[src/rtl/rf_wport_arbiter.sv]
// Two-source arbiter for the register-file write port: picks one writeback
// per cycle, drives the write-enable decoder with a registered pulse, counts conflicts.
module rf_wport_arbiter #(
    parameter int PRIORITY_MODE = 0,
    parameter int MAX_WAIT      = 4,
    parameter int ZERO_SUPPRESS = 1
) (
    input  logic        iClk,
    input  logic        iRst_n,
    input  logic        iStall,
    input  logic        iReq0Valid,
    input  logic [4:0]  iReq0Addr,
    input  logic [31:0] iReq0Data,
    output logic        oReq0Ready,
    input  logic        iReq1Valid,
    input  logic [4:0]  iReq1Addr,
    input  logic [31:0] iReq1Data,
    output logic        oReq1Ready,
    output logic [4:0]  oDecAddr,
    output logic        oDecEna,
    output logic [31:0] oWrData,
    output logic        oLastGrant,
    output logic [15:0] oConflictCnt
);

    typedef enum logic [1:0] {
        S_IDLE  = 2'd0,
        S_WR    = 2'd1,
        S_STALL = 2'd2
    } state_t;

    localparam logic [3:0] MAX_WAIT_C = 4'(MAX_WAIT);

    state_t      state_q, state_d;
    logic [4:0]  dec_addr_q, dec_addr_d;
    logic        dec_ena_q, dec_ena_d;
    logic [31:0] wr_data_q, wr_data_d;
    logic        last_grant_q, last_grant_d;
    logic [3:0]  wait_q, wait_d;
    logic [15:0] conflict_cnt_q, conflict_cnt_d;

    logic        both_s;
    logic        gnt0_s, gnt1_s;
    logic        xfer_s;
    logic [4:0]  sel_addr_s;
    logic [31:0] sel_data_s;

    // Grant selection; readies are forced low while reset or stall is asserted.
    always_comb begin
        both_s = iReq0Valid & iReq1Valid;
        gnt0_s = 1'b0;
        gnt1_s = 1'b0;
        if (!iRst_n || iStall) begin
            gnt0_s = 1'b0;
            gnt1_s = 1'b0;
        end else if (both_s) begin
            if (PRIORITY_MODE == 0) begin
                gnt0_s = last_grant_q;
                gnt1_s = ~last_grant_q;
            end else begin
                gnt1_s = (wait_q == MAX_WAIT_C);
                gnt0_s = ~gnt1_s;
            end
        end else begin
            gnt0_s = iReq0Valid;
            gnt1_s = iReq1Valid;
        end
    end

    assign oReq0Ready = gnt0_s;
    assign oReq1Ready = gnt1_s;

    // Next-state computation for the write pipeline, wait counter and conflict counter.
    always_comb begin
        xfer_s         = gnt0_s | gnt1_s;
        sel_addr_s     = gnt1_s ? iReq1Addr : iReq0Addr;
        sel_data_s     = gnt1_s ? iReq1Data : iReq0Data;
        dec_addr_d     = dec_addr_q;
        wr_data_d      = wr_data_q;
        last_grant_d   = last_grant_q;
        dec_ena_d      = 1'b0;
        wait_d         = wait_q;
        conflict_cnt_d = conflict_cnt_q;
        state_d        = state_q;

        if (xfer_s) begin
            dec_addr_d   = sel_addr_s;
            wr_data_d    = sel_data_s;
            last_grant_d = gnt1_s;
            dec_ena_d    = !((ZERO_SUPPRESS != 0) && (sel_addr_s == 5'd0));
        end else begin
            dec_ena_d    = 1'b0;
        end

        // Starvation guard only exists in fixed-priority mode.
        if (PRIORITY_MODE == 0) begin
            wait_d = 4'd0;
        end else if (gnt1_s) begin
            wait_d = 4'd0;
        end else if (both_s && gnt0_s && (wait_q < MAX_WAIT_C)) begin
            wait_d = wait_q + 4'd1;
        end else begin
            wait_d = wait_q;
        end

        if (both_s && !iStall && (conflict_cnt_q != 16'hFFFF)) begin
            conflict_cnt_d = conflict_cnt_q + 16'd1;
        end else begin
            conflict_cnt_d = conflict_cnt_q;
        end

        // A suppressed $0 write lands in S_IDLE since it raises no enable.
        case (state_q)
            S_IDLE, S_WR, S_STALL: begin
                if (iStall) begin
                    state_d = S_STALL;
                end else if (dec_ena_d) begin
                    state_d = S_WR;
                end else begin
                    state_d = S_IDLE;
                end
            end
            default: state_d = S_IDLE;
        endcase
    end

    // State and output registers.
    always_ff @(posedge iClk or negedge iRst_n) begin
        if (!iRst_n) begin
            state_q        <= S_IDLE;
            dec_addr_q     <= 5'd0;
            dec_ena_q      <= 1'b0;
            wr_data_q      <= 32'd0;
            last_grant_q   <= 1'b1;
            wait_q         <= 4'd0;
            conflict_cnt_q <= 16'd0;
        end else begin
            state_q        <= state_d;
            dec_addr_q     <= dec_addr_d;
            dec_ena_q      <= dec_ena_d;
            wr_data_q      <= wr_data_d;
            last_grant_q   <= last_grant_d;
            wait_q         <= wait_d;
            conflict_cnt_q <= conflict_cnt_d;
        end
    end

    assign oDecAddr     = dec_addr_q;
    assign oDecEna      = dec_ena_q;
    assign oWrData      = wr_data_q;
    assign oLastGrant   = last_grant_q;
    assign oConflictCnt = conflict_cnt_q;

endmodule

[config.mk]
export PLATFORM = sky130hd
export DESIGN_NAME = rf_wport_arbiter
export DESIGN_NICKNAME = d
export VERILOG_FILES = /design/src/rtl/rf_wport_arbiter.sv
export SDC_FILE = /design/constraint.sdc
export NUM_CORES = 1
export LEC_CHECK = 0
export ABC_AREA = 1
export BUFFER_PORTS_ARGS = -buffer_cell sky130_fd_sc_hd__buf_2
export CELL_PAD_IN_SITES_DETAIL_PLACEMENT = 1
export CELL_PAD_IN_SITES_GLOBAL_PLACEMENT = 1
export CORE_MARGIN = 5
export CORE_UTILIZATION = 32
export CTS_CLUSTER_DIAMETER = 30
export DETAILED_ROUTE_END_ITERATION = 10
export GPL_ROUTABILITY_DRIVEN = 1
export GPL_TIMING_DRIVEN = 0
export PLACE_DENSITY = 0.91
export SETUP_SLACK_MARGIN = 0.1
export SLEW_MARGIN = 30
export SYNTH_ARGS = -nofsm -noshare
export SYNTH_HDL_FRONTEND = slang
export SYNTH_SLANG_ARGS = --single-unit
[constraint.sdc]
create_clock -name iClk -period 1.6 [get_ports iClk]
set_input_delay 0.32 -clock iClk [delete_from_list [all_inputs] [get_ports iClk]]
set_output_delay 0.32 -clock iClk [all_outputs]
set_load 0.02 [all_outputs]
# ---- Yosys cells after proc, flatten, opt, wreduce, memory -nomap -nowiden
# Cells that the tools add are included.
dict set report totals {
  out_inout_bits 57
  register_bits 55
  elab_cells 24
}
dict set report classes {
  n_mux 7
  bitwise_logic 3
  n_reduce_logical 7
  eq_ne 1
  add_sub_neg 1
}
# op n
set ops {}
lappend ops {{2-to-1 mux 32 bit} 1}
lappend ops {{adder 16 x 1 -> 16 bit, second input constant} 1}
lappend ops {{!= test 16 bit, second input constant} 1}
lappend ops {{zero test 5 bit} 1}
lappend ops {{2-to-1 mux 1 bit} 5}
lappend ops {{2-to-1 mux 5 bit} 1}
lappend ops {{zero test 1 bit} 3}
lappend ops {{logical AND 1 bit} 2}
lappend ops {{AND 1 bit} 1}
lappend ops {{logical OR 1 bit} 1}
lappend ops {{inverter 1 bit} 1}
lappend ops {{OR 1 bit} 1}

# ---- Logic depth before layout (Yosys ltp)
# Gate-level depths: netlist (run 1).
dict set report depth {
  depth_word 7
  mapped_depth 9
}

# ---- Least setup slack after synthesis (run 1)
# Ideal clock, no wire load.
dict set report synth_path {
  kind {reg2reg}
  start {register conflict_cnt_q[0], in the netlist oConflictCnt[0]}
  end {register conflict_cnt_q[14], in the netlist oConflictCnt[14]}
  stages_incl_launch_ff 10
  period_less_slack_ns 1.608
  path_buffers 1
  t_required_ns 1.483
  path_slack_ns -0.008
  t_arrival_ns 1.491
  path_cell_list {dfrtp_1 ha_1 nand3_2 nor3_2 nand2_1 nand2_1 nand2_1 buf_6 nand2_1 nand2_1}
}
dict set report synth_via {
  elab_chain_len 2
  word_cells_on_any_way 3
}
# element line
set synth_rtl {}
lappend synth_rtl {{start, declared} 40} ;# logic [15:0] conflict_cnt_q, conflict_cnt_d;
lappend synth_rtl {{start signal, assigned} 144} ;# conflict_cnt_q <= conflict_cnt_d;
lappend synth_rtl {{branches (longest 2 deep; another with adder 16 x 1 -> 16 bit)} --}
# Several ways; the timed one is not identified.
# A chain may end at the register's enable or synchronous reset.

# ---- Final worst setup path (run 1)
dict set report layout_path {
  start {register last_grant_q, in the netlist oLastGrant}
  end {output oReq0Ready}
}
dict set report layout_via {
  elab_chain_len 2
}
# element line
set layout_rtl {}
lappend layout_rtl {{start, declared} 38} ;# logic last_grant_q, last_grant_d;
lappend layout_rtl {{start signal, assigned} 142} ;# last_grant_q <= last_grant_d;
lappend layout_rtl {{2-to-1 mux 1 bit} 56} ;# end else if (both_s) begin
lappend layout_rtl {{2-to-1 mux 1 bit} 53} ;# if (!iRst_n || iStall) begin
lappend layout_rtl {{end, declared} 14} ;# output logic oReq0Ready,
# Every way passes these cells.

==> results of run 1 <==
cell usage after synthesis:
cell type	number
nand3_2	1
xor2_1	5
buf_2	8
a22oi_1	32
inv_1	19
dfrtp_1	54
nor3_2	2
nand2_1	143
nor3_1	1
nand2_2	2
nor2_2	2
buf_4	3
nor2_1	16
nand3_1	10
a21oi_4	1
o21ai_1	7
o21bai_1	2
ha_1	1
buf_6	2
o21ai_0	6
nand4_1	2
xnor2_1	6
dfstp_2	1
nor2_4	1
layout make-up:
cell class / count / area, µm²
fill: 973 / 3900
clock buffer: 6 / 82.6
buffer: 13 / 168
clock inverter: 2 / 35.0
tap: 105 / 131
multi-input combinational: 240 / 1450
timing repair buffer: 163 / 997
sequential: 55 / 1390
inverter: 19 / 71.3
state kept, by name (all words and copies together), names as in the netlist:
name,flops
oWrData,32
oDecAddr,5
oDecEna,1
oConflictCnt,16
oLastGrant,1
layer usage:
metal  routed length (µm)  share of wire  GRT usage  vias to the layer above
li1                     -              -          -                     1399
met1                 3830           0.37      0.211                     1484
met2                 5690           0.55      0.364                       88
met3                  675          0.065     0.0580                        9
met4                  112          0.011     0.0404                        0
met5                    0              0          0                        -
what timing repair did:
action | in CTS | in global routing
setup endpoints to repair | 55 | 55
gates cloned | 3 | 0
hold buffers | 3 | 1
buffers inserted | 12 | 9
resized for setup | 44 | 68
hold endpoints to repair | 54 | 1
pin swaps | 12 | 22
power groups by stage:
stage	Clock, W	Combinational [W]	Sequential, W
finish	0.000971	0.00180	0.00195
global route	0.00106	0.00195	0.00200
CTS	0.00101	0.00166	0.00193
detailed placement	0	0.00147	0.00196
global placement	0	0.00141	0.00194
floorplan	0	0.000484	0.00231
critical path, delay by kind of cell (launching register included):
kind	cells	cell delay [ns]
buffers and inverters	3	0.30
AOI/OAI and AO/OA	1	0.17
DFF	1	0.57
metrics by stage:
stage | hold slack [ns] | setup TNS (ns) | power (W)
finish | 0.0175 | -0.114 | 0.00472
global route | 0.0169 | -0.801 | 0.00500
CTS | -0.0703 | -0.107 | 0.00459
detailed placement | 0.444 | -28.44 | 0.00342
global placement | 0.459 | -42.96 | 0.00335
floorplan | 0.0244 | 0 | 0.00279
how the worst min path moves through the flow:
stage	slack [ns]	cells after the start	endpoint	startpoint
after floorplan	0.02	0	oConflictCnt[0]	iRst_n
after global placement	0.46	2	oWrData[26]	oWrData[26]
after detailed placement	0.44	1	oConflictCnt[14]	iRst_n
after CTS	-0.07	1	oLastGrant	iRst_n
after global routing	0.02	3	oConflictCnt[0]	iRst_n
final	0.02	3	oConflictCnt[0]	iRst_n
cells by family (layout without fill, tap and decap cells):
group           count (synthesis)  count (layout)  share of synthesized area
simple gates                  180             180                      0.270
flops                          55              55                      0.508
compound gates                 48              48                      0.124
buf+inv                        32             203                     0.0577
xor+xnor                       11              11                     0.0355
fa+ha+maj                       1               1                    0.00462
==> flow_summary.ini, run 1 <==
[run_status]
outcome = complete, but fails checks
violations = setup timing

[grt]
grt_pass1_wl_um = 15800
grt_pass1_vias = 3168
antenna_found_initial = 0
grt_overflow_total = 0
grt.total_usage = 0.192
grt_max_degree = 29

[run]
drv_cap = 0

[layout]
finalNetCount = 577
area_delta_synth_final_pct = 59.4
final_core_util = 0.526
layout_commonest_cell = buf_2
final_cell_mix = buf_2, nand2_1, dfrtp_1
drive_above_1_share = 0.520
final_cell_count_no_fill = 603
antenna_cells = 0
design_area_um2 = 4320

[sta]
relSlewSlack = 0.798
worst_slack_ns = -0.0576
fin_crit_sh = 1.04
layout_min_cycle_time_ns = 1.66
skew_ns = 0.00515
slew_violations = 0
setup_viol = 3
tightest_slew_ns = 0.301
final_hold_viol_count = 0
timing.fmax_mhz = 603
rsz0062_at_grt = true

[critical_path]
cpMostUsedCell = buf_6
ff2ff_path_depth = 8
critical_path_class = register to primary output
arrival_ns = 1.34
slowest_delay_ns = 0.57
required_ns = 1.28
path_cells = inv_2 > a21oi_4 > buf_6 > buf_6
crit_path_start_kind = register
crit_start = oLastGrant
r2r_start = oLastGrant
rrSetupSlack_ns = -0.01
critPathMaxFanout = 3
r2r_end = oWrData[27]
crit_slowest_cell = dfstp_2
crit_path_end_kind = primary output
crit_end = oReq0Ready

[power_and_ir_drop]
p_leak_nw = 2.30
p_sw_frac = 0.376
p_sw_w = 0.00178
powerDensity_nw_per_um2 = 1090
ir_drop_mv = 0.586
pwr-share-seq = 0.414
combPwrFrac = 0.380
clockPowerShare = 0.206
p_int_w = 0.00294

[placement]
gp_congestion = 0.828
pre_cts_slack_ns = -0.872
hpwl_um = 7020
port-buffer-count = 135
place_area_um2 = 3530
numPlacedInstances = 567

[yosys]
synth_cell_types = 24
syn-num-nets = 407
synthCells = 327
ys_warn_count = 0
synth_seq_cells = 55
netlist_area_um2 = 2710
synth_area_per_cell_um2 = 8.29
ys_seq_area_frac = 0.508
yosysTopAreaCell = dfrtp_1
netlist.area_leader.share = 0.499
yosys-top-cells-area = dfrtp_1, nand2_1, a22oi_1, inv_1, nor2_1

[clock_network]
clock_latency_ns = 0.30
cts_root_buffer = clkbuf_8
htree_num_levels = 2
cts_tree = done
clk_pin_slew_ns = 0.10
clockBufferDepth = 2
cts_buffers = 5
cts_sinks = 55

[min_path]
hold_class = primary input to async pin

[route]
vias = 2980
wl_um = 10300
postRouteAntennaNets = 0
dr.pass1.iters = 4
via_per_inst = 4.94
drtIter0Drc = 93
route.detailed.drc = 0
routedWlPerCell_um = 17.1

[floorplanning]
dieHeight_um = 102
num_rows = 33
start_util = 0.330
die_area_um2 = 10400
pin_count = 136
core_um2 = 8220
die_w_um = 102
No activity file was read; power rests on OpenSTA's default activity.
==> run 2: changes to the inputs <==
Settings changed: SKIP_LAST_GASP set to 1.
==> flow_summary.ini, run 2 (synthesized netlist as in run 1, its figures left out) <==
[run_status]
outcome = complete, but fails checks
violations = hold timing, setup timing

[layout]
final_cell_mix = buf_2, nand2_1, dfrtp_1
area_delta_synth_final_pct = 56.4
layout_commonest_cell = buf_2
drive_above_1_share = 0.485
multi_input_area_um2 = 1340
nFillCells = 997
antenna_cells = 0
final_core_util = 0.516
seqCellArea_um2 = 1390
finalNetCount = 580
largest_reg_flops = 32

[route]
route.detailed.drc = 0
wl_um = 9950
dr.pass1.iters = 4
vias = 2945
routedWlPerCell_um = 16.4
via_per_inst = 4.86
postRouteAntennaNets = 0
drtIter0Drc = 90

[power_and_ir_drop]
p_leak_nw = 2.29
ir_drop_mv = 0.578
powerDensity_nw_per_um2 = 1100

[critical_path]
slowest_delay_ns = 0.57
rrSetupSlack_ns = 0.02
r2r_end = oWrData[31]
ff2ff_path_depth = 8
arrival_ns = 1.33
critical_path_class = register to primary output
crit_start = oLastGrant
critPathMaxFanout = 4
crit_slowest_cell = dfstp_2
cpMostUsedCell = buf_6
crit_path_end_kind = primary output
crit_path_start_kind = register
path_cells = nand2_2 > nand2_4 > nor2_4 > buf_6 > buf_6
required_ns = 1.28
r2r_start = oLastGrant

[placement]
port-buffer-count = 135
pre_cts_slack_ns = -0.872
gp_congestion = 0.828
hpwl_um = 7020

[clock_network]
htree_num_levels = 2
cts_root_buffer = clkbuf_8
clockBufferDepth = 2
cts_tree = done
cts_hold_buf = 3
clock_latency_ns = 0.30
clk_pin_slew_ns = 0.10
cts_buffers = 5
cts_sinks = 55

[grt]
grt_max_degree = 29
antenna_found_initial = 0
grt_overflow_total = 0
grt.total_usage = 0.192
grt_pass1_wl_um = 15800
grt_pass1_vias = 3168

[sta]
tightest_slew_ns = 0.298
timing.fmax_mhz = 605
final_hold_viol_count = 1
worst_slack_ns = -0.0543
setup_viol = 2
rsz0062_at_grt = true
whs_ns = -0.0586
skew_ns = 0.00503
slew_violations = 0
fin_crit_sh = 1.03
layout_min_cycle_time_ns = 1.65
fin_tns_setup_ns = -0.107
relSlewSlack = 0.799

[floorplanning]
num_rows = 33
dieHeight_um = 102
start_util = 0.330
pin_count = 136
core_um2 = 8220
die_w_um = 102
die_area_um2 = 10400

[run]
drv_cap = 0

[min_path]
hold_class = primary input to async pin
run 2: cell types whose count changed in the layout (fill, tap and decap cells not counted), sizes merged:
| cell | previous run | this run |
|---|---|---|
| clkbuf | 6 | 7 |
| dlygate4sd3 | 1 | 0 |
| buf | 174 | 177 |
run 2: where the power goes:
| group | switching, W | internal (W) |
|---|---|---|
| clock network | 0.000462 | 0.000508 |
| logic | 0.00104 | 0.000719 |
| registers | 0.000242 | 0.00170 |
| total | 0.00174 | 0.00293 |
run 2: worst max-delay path: cells and delay by family (launching register included):
kind	cells	cell delay (ns)
flops	1	0.57
simple gates	3	0.21
buf+inv	2	0.24
run 2: per-layer routing:
metal / up-vias / part of all wire / global-route usage
met4: 0 / 0.011 / 0.0404
met5: - / 0 / 0
met1: 1434 / 0.37 / 0.211
met3: 10 / 0.078 / 0.0580
met2: 94 / 0.54 / 0.364
li1: 1407 / - / -
run 2: layout make-up:
type                            count  area share
Buffer                             13      0.0342
Clock buffer                        6      0.0195
Tap cell                          105      0.0310
Sequential cell                    55       0.328
Multi-Input combinational cell    240       0.317
Clock inverter                      2     0.00827
Timing Repair Buffer              166       0.245
Inverter                           19      0.0168
run 2: how the worst max path moves through the flow:
stage,end,slack (ns),depth (start not counted)
after floorplan,oWrData[10],0.11,7
after global placement,oReq0Ready,-1.25,7
after detailed placement,oReq0Ready,-0.87,7
after CTS,oReq1Ready,-0.07,5
after global routing,oReq1Ready,-0.12,5
final,oReq1Ready,-0.05,5
run 2: timing repair:
action | 4_1_cts | 5_1_grt
cloned | 3 | 2
hold endpoints to repair | 54 | 1
setup buffers | 12 | 11
setup endpoints to repair | 55 | 55
pin swaps | 9 | 13
gates resized for setup | 43 | 51
run 2: per-stage QoR:
step                instances  total power [W]  cell area (µm²)  hold WS (ns)
finish                    606          0.00467             4240       -0.0586
global route              606          0.00496             4240       -0.0753
CTS                       593          0.00459             3980       -0.0703
detailed placement        567          0.00342             3530         0.444
global placement          567          0.00335             3530         0.459
floorplan                 327          0.00279             2730        0.0244
==> run 3: changes to the inputs <==
Settings changed: PLACE_DENSITY 0.91 to 0.77.
==> flow_summary.ini, run 3 (synthesized netlist as in run 1, its figures left out) <==
[clock_network]
cts_hold_buf = 3
clk_pin_slew_ns = 0.11
cts_sinks = 55
cts_root_buffer = clkbuf_8
htree_num_levels = 2
cts_tree = done
cts_buffers = 5
clock_latency_ns = 0.31
clockBufferDepth = 2

[critical_path]
r2r_start = oConflictCnt[1]
crit_path_start_kind = register
crit_path_end_kind = primary output
ff2ff_path_depth = 9
rrSetupSlack_ns = 0
required_ns = 1.28
crit_start = oLastGrant
arrival_ns = 1.33
r2r_end = oConflictCnt[4]
critical_path_class = register to primary output
crit_end = oReq1Ready
critPathMaxFanout = 4

[power_and_ir_drop]
powerDensity_nw_per_um2 = 1110
p_leak_nw = 2.26
ir_drop_mv = 0.466

[route]
postRouteAntennaNets = 0
drtIter0Drc = 43
vias = 2931
top_layer = met4
route.met2.wl_um = 5030
drt-met1-wl_um = 3760
dr.pass1.iters = 4
routedWlPerCell_um = 16.0
wl_um = 9730
wl_met3_um = 844
route.detailed.drc = 0
via_per_inst = 4.82

[floorplanning]
start_util = 0.330
pin_count = 136
core_um2 = 8220
die_area_um2 = 10400
die_w_um = 102
num_rows = 33
dieHeight_um = 102

[grt]
antenna_found_initial = 0
grt_max_degree = 29
grt.total_usage = 0.184
grt_pass1_vias = 3118
grt_overflow_total = 0
grt_pass1_wl_um = 15000

[layout]
final_cell_mix = buf_2, nand2_1, dfrtp_1
final_core_util = 0.508
area_delta_synth_final_pct = 54.0
antenna_cells = 0
final_cell_count_no_fill = 608
drive_above_1_share = 0.467
finalNetCount = 582
largest_reg_flops = 32
layout_commonest_cell = buf_2

[sta]
relSlewSlack = 0.724
rsz0062_at_grt = true
final_hold_viol_count = 1
skew_ns = 0.00348
slew_violations = 0
worst_slack_ns = -0.0491
fin_crit_sh = 1.03
layout_min_cycle_time_ns = 1.65
timing.fmax_mhz = 606
whs_ns = -0.0649
setup_viol = 2
tightest_slew_ns = 0.411

[placement]
gp_congestion = 0.794
hpwl_um = 6790
numPlacedInstances = 567
port-buffer-count = 135

[run]
drv_cap = 0

[run_status]
violations = hold timing, setup timing
outcome = complete, but fails checks

[min_path]
hold_class = primary input to async pin
==> run 3: layout make-up <==
| cell class | instances | area [µm²] |
|---|---|---|
| inverters | 19 | 71.3 |
| flip-flops and latches | 55 | 1390 |
| well taps | 105 | 131 |
| plain buffers | 13 | 119 |
| clock buffers | 5 | 68.8 |
| fillers | 1018 | 4040 |
| clock inverters | 3 | 46.3 |
| repair buffers | 168 | 1040 |
| multi-input cells | 240 | 1310 |
==> run 3: critical path, cell delays in order (launching register included) <==
cell and delay [ns]:
dfstp_2 0.57, nand2_2 0.08, nand2_4 0.08, nor2_4 0.05, buf_6 0.12, buf_6 0.12
==> run 3: what timing repair did <==
item,CTS,global route
cloned,3,0
pin swaps,11,12
gates resized for setup,41,30
endpoints found under the setup margin,55,56
buffers inserted,13,14
endpoints found under the hold margin,54,1
==> run 3: worst min-delay path by stage <==
| stage | start | end | slack, ns | depth (start not counted) |
|---|---|---|---|---|
| after floorplan | iRst_n | oConflictCnt[0] | 0.02 | 0 |
| after global placement | oWrData[30] | oWrData[30] | 0.46 | 2 |
| after detailed placement | iRst_n | oConflictCnt[14] | 0.44 | 1 |
| after CTS | iRst_n | oLastGrant | -0.08 | 1 |
| after global routing | iRst_n | oLastGrant | -0.08 | 1 |
| final | iRst_n | oLastGrant | -0.06 | 1 |
==> run 3: power breakdown <==
part	total [W]	switching (W)	internal, W
Clock	0.000966	0.000493	0.000473
Combinational	0.00171	0.00101	0.000702
Sequential	0.00194	0.000241	0.00170
==> run 3: metal layers <==
| layer | up-vias | track usage |
|---|---|---|
| li1 | 1412 | - |
| met3 | 8 | 0.0614 |
| met4 | 0 | 0.0444 |
| met2 | 101 | 0.332 |
| met1 | 1410 | 0.209 |
| met5 | - | 0 |
==> run 3: stage by stage <==
stage / setup TNS [ns] / setup slack, ns / cell area [µm²] / power (W) / hold WS (ns)
final: -0.0731 / -0.0491 / 4170 / 0.00462 / -0.0649
after global routing: -1.47 / -0.0951 / 4170 / 0.00491 / -0.0779
after CTS: -0.109 / -0.0640 / 3980 / 0.00459 / -0.0775
after detailed placement: -27.43 / -0.846 / 3530 / 0.00342 / 0.436
after global placement: -42.82 / -1.23 / 3530 / 0.00337 / 0.457
after floorplan: 0 / 0.115 / 2730 / 0.00279 / 0.0244
